==> src/rtl/ps2_key_events.sv <==
// PS/2 keyboard receiver: frame deserialiser, E0/F0 prefix decoder, modifier/Caps tracking, event FIFO.
// Optional frame watchdog enabled by defining PS2_TIMEOUT_EN.
module ps2_key_events #(
  parameter int unsigned FIFO_DEPTH     = 8,
  parameter int unsigned SYNC_STAGES    = 2,
  parameter int unsigned TIMEOUT_CYCLES = 50000
) (
  input  logic                         clk,
  input  logic                         clrn,
  input  logic                         ps2_clk,
  input  logic                         ps2_data,
  output logic                         ev_valid,
  input  logic                         ev_ready,
  output logic [7:0]                   ev_code,
  output logic                         ev_ext,
  output logic                         ev_break,
  output logic [$clog2(FIFO_DEPTH):0]  ev_level,
  output logic                         mod_shift,
  output logic                         mod_ctrl,
  output logic                         mod_alt,
  output logic                         caps_lock,
  output logic                         overflow,
  input  logic                         ovf_clr,
  output logic [7:0]                   err_cnt
);

  localparam int unsigned AW = $clog2(FIFO_DEPTH);
  localparam int unsigned LW = AW + 1;
  localparam int unsigned EW = 10;

  localparam logic [1:0] ST_IDLE    = 2'd0;
  localparam logic [1:0] ST_EXT     = 2'd1;
  localparam logic [1:0] ST_BRK     = 2'd2;
  localparam logic [1:0] ST_EXT_BRK = 2'd3;

  logic [SYNC_STAGES-1:0] clk_sync, dat_sync;
  logic        clk_q, data_q, sample;
  logic [3:0]  bit_cnt;
  logic [9:0]  shreg;
  logic [10:0] frame_c;
  logic        frame_ok_c, err_inc_c, timeout_c;
  logic        rx_valid;
  logic [7:0]  rx_byte;
  logic [1:0]  state, state_n;
  logic        emit_c, emit_ext_c, emit_brk_c;
  logic [5:0]  held, held_n;
  logic        caps_held, caps_held_n, caps_n;
  logic [EW-1:0] mem [FIFO_DEPTH];
  logic [AW-1:0] wr_ptr, rd_ptr;
  logic          pop_c, push_c, drop_c, full_c;
  logic [LW-1:0] level_n;

  // Pin synchronisers and falling-edge strobe on the PS/2 clock
  always_ff @(posedge clk or negedge clrn) begin
    if (!clrn) begin
      clk_sync <= '1;
      dat_sync <= '1;
      clk_q    <= 1'b1;
      data_q   <= 1'b1;
      sample   <= 1'b0;
    end else begin
      clk_sync <= {clk_sync[SYNC_STAGES-2:0], ps2_clk};
      dat_sync <= {dat_sync[SYNC_STAGES-2:0], ps2_data};
      clk_q    <= clk_sync[SYNC_STAGES-1];
      data_q   <= dat_sync[SYNC_STAGES-1];
      sample   <= clk_q & ~clk_sync[SYNC_STAGES-1];
    end
  end

  assign frame_c    = {data_q, shreg};
  assign frame_ok_c = ~frame_c[0] & frame_c[10] & (^frame_c[9:1]);
  assign err_inc_c  = (sample && bit_cnt == 4'd10 && !frame_ok_c) || timeout_c;

`ifdef PS2_TIMEOUT_EN
  localparam int unsigned TW = $clog2(TIMEOUT_CYCLES + 1);
  logic [TW-1:0] idle_cnt;

  // Watchdog: abandons a frame whose bits stop arriving
  always_ff @(posedge clk or negedge clrn) begin
    if (!clrn) idle_cnt <= '0;
    else if (sample || bit_cnt == 4'd0 || timeout_c) idle_cnt <= '0;
    else idle_cnt <= idle_cnt + TW'(1);
  end

  assign timeout_c = (bit_cnt != 4'd0) && !sample && (idle_cnt == TW'(TIMEOUT_CYCLES - 1));
`else
  assign timeout_c = (TIMEOUT_CYCLES == 0) && 1'b0;
`endif

  // Deserialiser: start, 8 data LSB first, odd parity, stop
  always_ff @(posedge clk or negedge clrn) begin
    if (!clrn) begin
      bit_cnt  <= 4'd0;
      shreg    <= '0;
      rx_valid <= 1'b0;
      rx_byte  <= 8'd0;
      err_cnt  <= 8'd0;
    end else begin
      rx_valid <= 1'b0;
      if (sample) begin
        if (bit_cnt == 4'd10) begin
          bit_cnt <= 4'd0;
          if (frame_ok_c) begin
            rx_valid <= 1'b1;
            rx_byte  <= frame_c[8:1];
          end
        end else begin
          bit_cnt <= bit_cnt + 4'd1;
          shreg   <= {data_q, shreg[9:1]};
        end
      end else if (timeout_c) begin
        bit_cnt <= 4'd0;
      end
      if (err_inc_c && err_cnt != 8'hFF) err_cnt <= err_cnt + 8'd1;
    end
  end

  always_ff @(posedge clk or negedge clrn) begin
    if (!clrn) state <= ST_IDLE;
    else if (timeout_c) state <= ST_IDLE;
    else state <= state_n;
  end

  // Prefix decoder: E0 always resynchronises, F0 marks a release
  always_comb begin
    state_n    = state;
    emit_c     = 1'b0;
    emit_ext_c = (state == ST_EXT) || (state == ST_EXT_BRK);
    emit_brk_c = (state == ST_BRK) || (state == ST_EXT_BRK);
    if (rx_valid) begin
      if (rx_byte == 8'hE0) begin
        state_n = ST_EXT;
      end else if (rx_byte == 8'hF0) begin
        case (state)
          ST_IDLE: state_n = ST_BRK;
          ST_EXT:  state_n = ST_EXT_BRK;
          default: state_n = state;
        endcase
      end else begin
        emit_c  = 1'b1;
        state_n = ST_IDLE;
      end
    end
  end

  // Held keys: [0] L shift, [1] R shift, [2] L ctrl, [3] R ctrl, [4] L alt, [5] R alt
  always_comb begin
    held_n      = held;
    caps_n      = caps_lock;
    caps_held_n = caps_held;
    if (emit_c) begin
      if (!emit_ext_c && rx_byte == 8'h12) held_n[0] = ~emit_brk_c;
      if (!emit_ext_c && rx_byte == 8'h59) held_n[1] = ~emit_brk_c;
      if (rx_byte == 8'h14) held_n[3'd2 + 3'(emit_ext_c)] = ~emit_brk_c;
      if (rx_byte == 8'h11) held_n[3'd4 + 3'(emit_ext_c)] = ~emit_brk_c;
      if (rx_byte == 8'h58) begin
        if (emit_brk_c) begin
          caps_held_n = 1'b0;
        end else if (!caps_held) begin
          caps_n      = ~caps_lock;
          caps_held_n = 1'b1;
        end
      end
    end
  end

  always_ff @(posedge clk or negedge clrn) begin
    if (!clrn) begin
      held      <= '0;
      caps_held <= 1'b0;
      caps_lock <= 1'b0;
      mod_shift <= 1'b0;
      mod_ctrl  <= 1'b0;
      mod_alt   <= 1'b0;
    end else begin
      held      <= held_n;
      caps_held <= caps_held_n;
      caps_lock <= caps_n;
      mod_shift <= held_n[0] | held_n[1];
      mod_ctrl  <= held_n[2] | held_n[3];
      mod_alt   <= held_n[4] | held_n[5];
    end
  end

  assign pop_c   = ev_valid & ev_ready;
  assign full_c  = (ev_level == LW'(FIFO_DEPTH));
  assign push_c  = emit_c & (~full_c | pop_c);
  assign drop_c  = emit_c & full_c & ~pop_c;
  assign level_n = ev_level + LW'(push_c) - LW'(pop_c);

  // First-word fall-through event FIFO
  always_ff @(posedge clk or negedge clrn) begin
    if (!clrn) begin
      for (int i = 0; i < int'(FIFO_DEPTH); i++) mem[i] <= '0;
      wr_ptr   <= '0;
      rd_ptr   <= '0;
      ev_level <= '0;
      ev_valid <= 1'b0;
      overflow <= 1'b0;
    end else begin
      if (push_c) begin
        mem[wr_ptr] <= {emit_ext_c, emit_brk_c, rx_byte};
        wr_ptr      <= wr_ptr + AW'(1);
      end
      if (pop_c) rd_ptr <= rd_ptr + AW'(1);
      ev_level <= level_n;
      ev_valid <= (level_n != '0);
      if (drop_c) overflow <= 1'b1;
      else if (ovf_clr) overflow <= 1'b0;
    end
  end

  assign {ev_ext, ev_break, ev_code} = mem[rd_ptr];

endmodule

==> config.mk <==
export PLATFORM = sky130hd
export DESIGN_NAME = ps2_key_events
export DESIGN_NICKNAME = d
export VERILOG_FILES = /design/src/rtl/ps2_key_events.sv
export SDC_FILE = /design/constraint.sdc
export NUM_CORES = 1
export LEC_CHECK = 0
export CORE_ASPECT_RATIO = 1.5
export CORE_MARGIN = 10
export CORE_UTILIZATION = 62
export CTS_BUF_LIST = sky130_fd_sc_hd__clkbuf_8
export CTS_CLUSTER_SIZE = 30
export DETAILED_ROUTE_END_ITERATION = 12
export PLACE_DENSITY = 0.82
export RECOVER_POWER = 25
export SYNTH_ARGS = -nofsm -noshare
export SYNTH_HDL_FRONTEND = slang
export SYNTH_SLANG_ARGS = --single-unit
==> constraint.sdc <==
create_clock -name clk -period 3.3 [get_ports clk]
set_input_delay 0.33 -clock clk [delete_from_list [all_inputs] [get_ports clk]]
set_output_delay 0.33 -clock clk [all_outputs]
set_load 0.05 [all_outputs]
==> flow_summary_export.csv, run 1 <==
group,metric,value,unit
worst_setup_path,path_max_fanout,11,
run,max-cap-violations,1,
finish,fillers,664,
worst_setup_path,timing.rr.end,"ev_valid",
timing,fin_skew,0.00874,ns
synth,syn_inst,458,
finish,fin_area,7420,um2
routing,viasPerCell,5.88,
power,pwr-share-comb,0.258,
clock_tree,clkLatencyLatePin,0.44,ns
worst_setup_path,reg2reg_slack,0.21,ns
grt,grt.overflow.total,0,
synth,synth_ff_type,"dfrtp_1",
placement,dpl_cell_area,7000,um2
synth,ys_types,48,
timing,slew_headroom,-0.232,
timing,setup_ws,0.210,ns
worst_setup_path,crit_path_start_kind,"flip-flop",
worst_setup_path,cp.arrival,3.40,ns
synth,syn_nets,473,
routing,vias,3816,
synth,ys_seq_area_frac,0.552,
finish,drive_gt1_frac,0.246,
worst_setup_path,path_common_cell,"inv_1",
placement,port_buffers,33,
worst_setup_path,critical_path_class,"reg2reg",
floorplanning,die_h,145,um
worst_setup_path,cp_slowest_stage_delay,0.53,ns
floorplanning,core_area,10200,um2
grt,grt_max_degree,76,
worst_hold_path,min-delay-start,"clk_sync[0]",
finish,multi_input_area,2740,um2
power,power_leakage,3.58,nW
placement,pre_cts_ws,0.231,ns
timing,fmax,324,MHz
clock_tree,cts_root_buf,"clkbuf_8",
worst_setup_path,path_cells,"nor2b_1 -> nand4_1 -> and2_1 -> nand2_1 -> ha_1 -> inv_1 -> ha_1 -> inv_1 -> fa_1 -> inv_1 -> or4_1",
clock_tree,h-tree-depth,4,
timing,whs,0.358,ns
worst_setup_path,path_buf_inv,3,
power,internal_power,3.39,mW
floorplanning,pin_count,34,
worst_setup_path,rr_worst_depth,11,
synth,ys_ff_latch,143,
worst_hold_path,hold_path_depth,0,
clock_tree,cts_tree,"yes",
timing,timing.final.hold_violations,0,
timing,tns,0,ns
clock_tree,cts_buffers,17,
timing,tightest_slew,1.85,ns
finish,area_delta_synth_final,14.3,%
clock_tree,clockBufferDepth,2,
routing,dr.pass1.iters,5,
synth,synth-edff-count,0,
synth,syn_area,6500,um2
worst_setup_path,cp-end-kind,"flip-flop",
routing,drt_first_iter_violations,208,
timing,rsz0062_at_grt,"no",
placement,place_congestion,0.827,
synth,ys_warn_count,0,
timing,fin_crit_sh,0.936,
finish,n_antenna_cell,0,
routing,drtAntennaViolNets,0,
timing,setup_viol,0,
worst_setup_path,slowest_stage,"dfrtp_1",
power,power_switching_share,0.319,
grt,antenna_found_initial,0,
worst_setup_path,critPathTopFamily,"simple AND/OR/NAND/NOR gates",
worst_setup_path,critPathLaunch,"rx_byte[6]",
routing,routedWlPerCell,19.9,um
status,status,"finished with violations",
worst_hold_path,hold_end,"clk_sync[1]",
worst_hold_path,hold_path.class,"reg2reg",
timing,min_period,3.09,ns
power,power_density,670,nW/um2
grt,grt_pass1_vias,4253,
timing,report.final.slew_viol_count,76,
synth,avgSynthCellArea,14.2,um2
clock_tree,ctsResizeCount,0,
synth,async_flop_share,1.00,
floorplanning,die-area,15100,um2
floorplanning,die_w,104,um
power,power.share.clock,0.291,
grt,grt_pass1_wl,21900,um
status,violations,"max-capacitance violations, max-slew violations",
clock_tree,cts_sinks,143,
power,ir_worst_vdd,699,uV
power,p_switching,1.58,mW
worst_setup_path,worstPathRequired,3.61,ns
placement,hpwl,8800,um
finish,seq_area,3590,um2
clock_tree,clk_pin_slew,0.07,ns
power,seq_power_share,0.451,
worst_setup_path,r2r-start,"rx_byte[6]",
floorplanning,rows,45,
finish,final_nets,511,
routing,drc,0,
routing,routed_wl,12900,um
floorplanning,start_util,0.637,
grt,grt_usage,0.182,
## cell families (layout without fill, tap and decap cells)
family | Yosys count | after routing | synth area share
adders and majority gates | 9 | 9 | 0.0185
xor gates and xnor gates | 16 | 16 | 0.0260
and+or+nand+nor | 82 | 82 | 0.0745
DFF | 143 | 143 | 0.552
buffers and inverters | 43 | 93 | 0.0262
AOI/OAI and AO/OA | 24 | 24 | 0.0227
muxes | 141 | 141 | 0.280
## area by class of cell
cell class	count	area share
Timing Repair Buffer	43	0.0573
Multi-Input combinational cell	272	0.369
Sequential cell	143	0.483
Tap cell	141	0.0238
Inverter	19	0.00961
Clock buffer	21	0.0389
Clock inverter	10	0.0182
## per-stage QoR
step | std cells | power [mW] | utilization
finish | 649 | 4.97 | 0.728
global route | 649 | 5.22 | 0.728
CTS | 649 | 5.02 | 0.729
detailed placement | 617 | 3.58 | 0.686
global placement | 617 | 3.51 | 0.686
floorplan | 458 | 3.14 | -
## cells in the mapped netlist (5+ instances only)
library cell | number | area (um2)
mux2_1 | 67 | 754
nor2_1 | 13 | 48.8
xnor2_1 | 11 | 96.3
nor2b_1 | 5 | 31.3
dfstp_2 | 6 | 158
ha_1 | 8 | 100
inv_1 | 19 | 71.3
nand3_1 | 12 | 60.1
nand4_1 | 5 | 31.3
o21ai_1 | 5 | 25.0
dfrtp_1 | 137 | 3430
o21ai_0 | 6 | 30.0
nand2_1 | 19 | 71.3
mux4_2 | 20 | 450
mux2_2 | 49 | 552
buf_2 | 7 | 35.0
clkbuf_1 | 17 | 63.8
## flip-flops by register name (all words and copies together) (netlist names), 3 cells and up
signal	count
wr_ptr	3
shreg	10
rx_byte	8
err_cnt	8
rd_ptr	3
bit_cnt	4
mem	80
held	6
ev_level	4
## what timing repair did
item                      in CTS  in global routing
setup buffers                  0                  0
hold endpoints to repair      69                  0
hold buffers                   1                  0
## power by group through the flow
stage                     logic (mW)  clock network, mW  registers (mW)
after floorplan                0.914                  0            2.23
final                           1.28               1.44            2.24
after CTS                       1.31               1.47            2.24
after detailed placement        1.30                  0            2.27
after global routing            1.39               1.55            2.28
after global placement          1.25                  0            2.26
## routing by layer
metal / GRT usage / up-vias / share of wire
li1: - / 1721 / -
met1: 0.206 / 1994 / 0.40
met2: 0.318 / 77 / 0.54
met3: 0.0407 / 24 / 0.040
met4: 0.0814 / 0 / 0.025
met5: 0 / - / 0
## layout by cell type, fill, tap and decap left out, drive strengths merged, types with 2 or more instances in the layout
cell type	count
mux4	20
clkdlybuf4s50	29
clkinv	3
xor2	3
clkbuf	22
xnor2	11
dlygate4sd3	3
nor4	2
and3	4
nor2	14
nor3b	2
mux2	116
a21oi	4
ha	8
bufinv	3
o211a	2
inv	19
nor2b	5
o21ai	11
buf	10
clkinvlp	4
nand3	15
dfstp	6
mux2i	5
and3b	3
nand2b	4
o22ai	2
nand2	19
nand4	6
dfrtp	137
## worst max-delay path by stage
stage                      end  cells past startpoint  slack [ns]
global placement      ev_valid                     12        0.31
finish                ev_valid                     11        0.21
CTS                 ev_code[4]                      4        0.21
floorplan             ev_valid                     13        0.23
global route          ev_valid                     11        0.05
detailed placement    ev_valid                     11        0.23
(Power assumes the default switching activity.)
==> run 2, diff against run 1 <==
--- a/config.mk
+++ b/config.mk
@@ -7,11 +7,12 @@
 export LEC_CHECK = 0
 export CORE_ASPECT_RATIO = 1.5
 export CORE_MARGIN = 10
-export CORE_UTILIZATION = 62
+export CORE_UTILIZATION = 65
 export CTS_BUF_LIST = sky130_fd_sc_hd__clkbuf_8
 export CTS_CLUSTER_SIZE = 30
 export DETAILED_ROUTE_END_ITERATION = 12
-export PLACE_DENSITY = 0.82
+export DONT_BUFFER_PORTS = 1
+export PLACE_DENSITY = 0.81
 export RECOVER_POWER = 25
 export SYNTH_ARGS = -nofsm -noshare
 export SYNTH_HDL_FRONTEND = slang
==> flow_summary_export.csv, run 2 (synthesis results as in run 1) <==
group,metric,value,unit
placement,dp_cells,564,
timing,tightest_slew,0.650,ns
power,seq_power_share,0.440,
worst_setup_path,cp-end-kind,"flip-flop",
timing,slew_headroom,0.566,
floorplanning,core_area,9740,um2
status,status,"finished with violations",
timing,tns,0,ns
clock_tree,cts_root_buf,"clkbuf_8",
timing,rsz0062_at_grt,"no",
worst_setup_path,critical_path_class,"reg2reg",
worst_setup_path,cp.arrival,3.37,ns
power,power.total,5.07,mW
power,pwr-share-comb,0.243,
timing,fin_crit_sh,0.925,
floorplanning,rows,44,
power,ir_worst_vdd,537,uV
routing,routedWlPerCell,21.4,um
finish,area_delta_synth_final,10.2,%
clock_tree,h-tree-depth,4,
timing,fmax,328,MHz
finish,final_nets,485,
floorplanning,pin_count,34,
clock_tree,cts_hold_buf,2,
finish,largest_reg_flops,80,
routing,vias,3718,
finish,drive_gt1_frac,0.268,
clock_tree,clk_pin_slew,0.08,ns
clock_tree,clkLatencyLatePin,0.45,ns
power,power_switching_share,0.307,
placement,port_buffers,0,
finish,final_cell_mix,"dfrtp_1, mux2_1, mux2_2",
grt,grt_pass1_vias,4132,
timing,setup_ws,0.247,ns
timing,setup_viol,0,
worst_hold_path,hold_path.class,"in2async",
grt,grt_usage,0.194,
grt,grt.overflow.total,0,
placement,hpwl,8610,um
routing,drc,0,
grt,grt_max_degree,144,
floorplanning,die_w,102,um
run,max-cap-violations,0,
placement,pre_cts_ws,0.239,ns
clock_tree,cts_sinks,143,
grt,grt_pass1_wl,21500,um
clock_tree,cts_tree,"yes",
clock_tree,postCtsSetupBuffers,0,
power,power_density,709,nW/um2
finish,top_register,"mem",
routing,viasPerCell,6.22,
timing,fin_skew,0.00871,ns
timing,timing.final.hold_violations,143,
power,internal_power,3.52,mW
routing,dr.pass1.iters,4,
clock_tree,ctsResizeCount,0,
power,p_switching,1.56,mW
finish,layout_commonest_cell,"dfrtp_1",
worst_setup_path,crit_path_start_kind,"flip-flop",
timing,report.final.slew_viol_count,0,
power,power_leakage,3.52,nW
timing,whs,-0.432,ns
finish,final_cells,598,
worst_setup_path,path_max_fanout,11,
floorplanning,start_util,0.667,
clock_tree,clockBufferDepth,2,
clock_tree,cts_buffers,17,
routing,drtAntennaViolNets,0,
timing,min_period,3.05,ns
routing,drt_first_iter_violations,144,
worst_setup_path,worstPathRequired,3.62,ns
finish,largestRegisters,"mem x80, shreg x10",
placement,place_congestion,0.810,
floorplanning,die_h,142,um
status,violations,"negative hold slack",
power,power.share.clock,0.317,
floorplanning,die-area,14500,um2
routing,routed_wl,12800,um
grt,antenna_found_initial,1,
-- run 2: power by group through the flow --
| stage | Clock, mW | Combinational, mW | Sequential [mW] |
|---|---|---|---|
| floorplan | 0 | 0.914 | 2.23 |
| global placement | 0 | 1.20 | 2.25 |
| detailed placement | 0 | 1.25 | 2.27 |
| CTS | 1.63 | 1.25 | 2.24 |
| global route | 1.72 | 1.34 | 2.27 |
| finish | 1.61 | 1.23 | 2.23 |
-- run 2: metrics by stage --
| stage | area [um2] | util |
|---|---|---|
| 2_1_floorplan | 6500 | - |
| 3_3_place_gp | 6670 | 0.684 |
| 3_5_place_dp | 6670 | 0.684 |
| 4_1_cts | 7160 | 0.735 |
| 5_1_grt | 7160 | 0.735 |
| 6_report | 7160 | 0.735 |
-- run 2: path summary, 6_finish.rpt --
check                            start  slack [ns]  cells past startpoint           to
max                         rx_byte[5]        0.25                     11     ev_valid
min                               clrn       -0.43                      0      mem[34]
max reg2reg                 rx_byte[5]        0.25                     11     ev_valid
min reg2reg                dat_sync[1]        0.36                      0       data_q
max in group asynchronous         clrn        3.42                      0  dat_sync[0]
min in group clk               ovf_clr        0.06                      1     overflow
-- run 2: routing by layer --
| metal | up-vias | track usage | wire [um] |
|---|---|---|---|
| met5 | - | 0 | 0 |
| met4 | 0 | 0.113 | 547 |
| met3 | 38 | 0.0544 | 632 |
| met2 | 100 | 0.332 | 6790 |
| met1 | 1909 | 0.209 | 4820 |
| li1 | 1671 | - | - |
-- run 2: final cells by class --
| class | instances | area (um2) |
|---|---|---|
| Inverter | 19 | 71.3 |
| Sequential cell | 143 | 3590 |
| Tap cell | 115 | 144 |
| Antenna cell | 1 | 2.50 |
| Fill cell | 615 | 2580 |
| Clock inverter | 10 | 183 |
| Timing Repair Buffer | 17 | 145 |
| Clock buffer | 21 | 289 |
| Multi-Input combinational cell | 272 | 2740 |
-- run 2: critical path, stage by stage (launching register included) --
cell     delay (ns)
dfrtp_1        0.52
nor2b_1        0.20
nand4_1        0.23
and2_1         0.26
nand2_1        0.13
ha_1           0.25
inv_1          0.06
ha_1           0.16
inv_1          0.06
fa_1           0.48
inv_1          0.05
or4_1          0.51
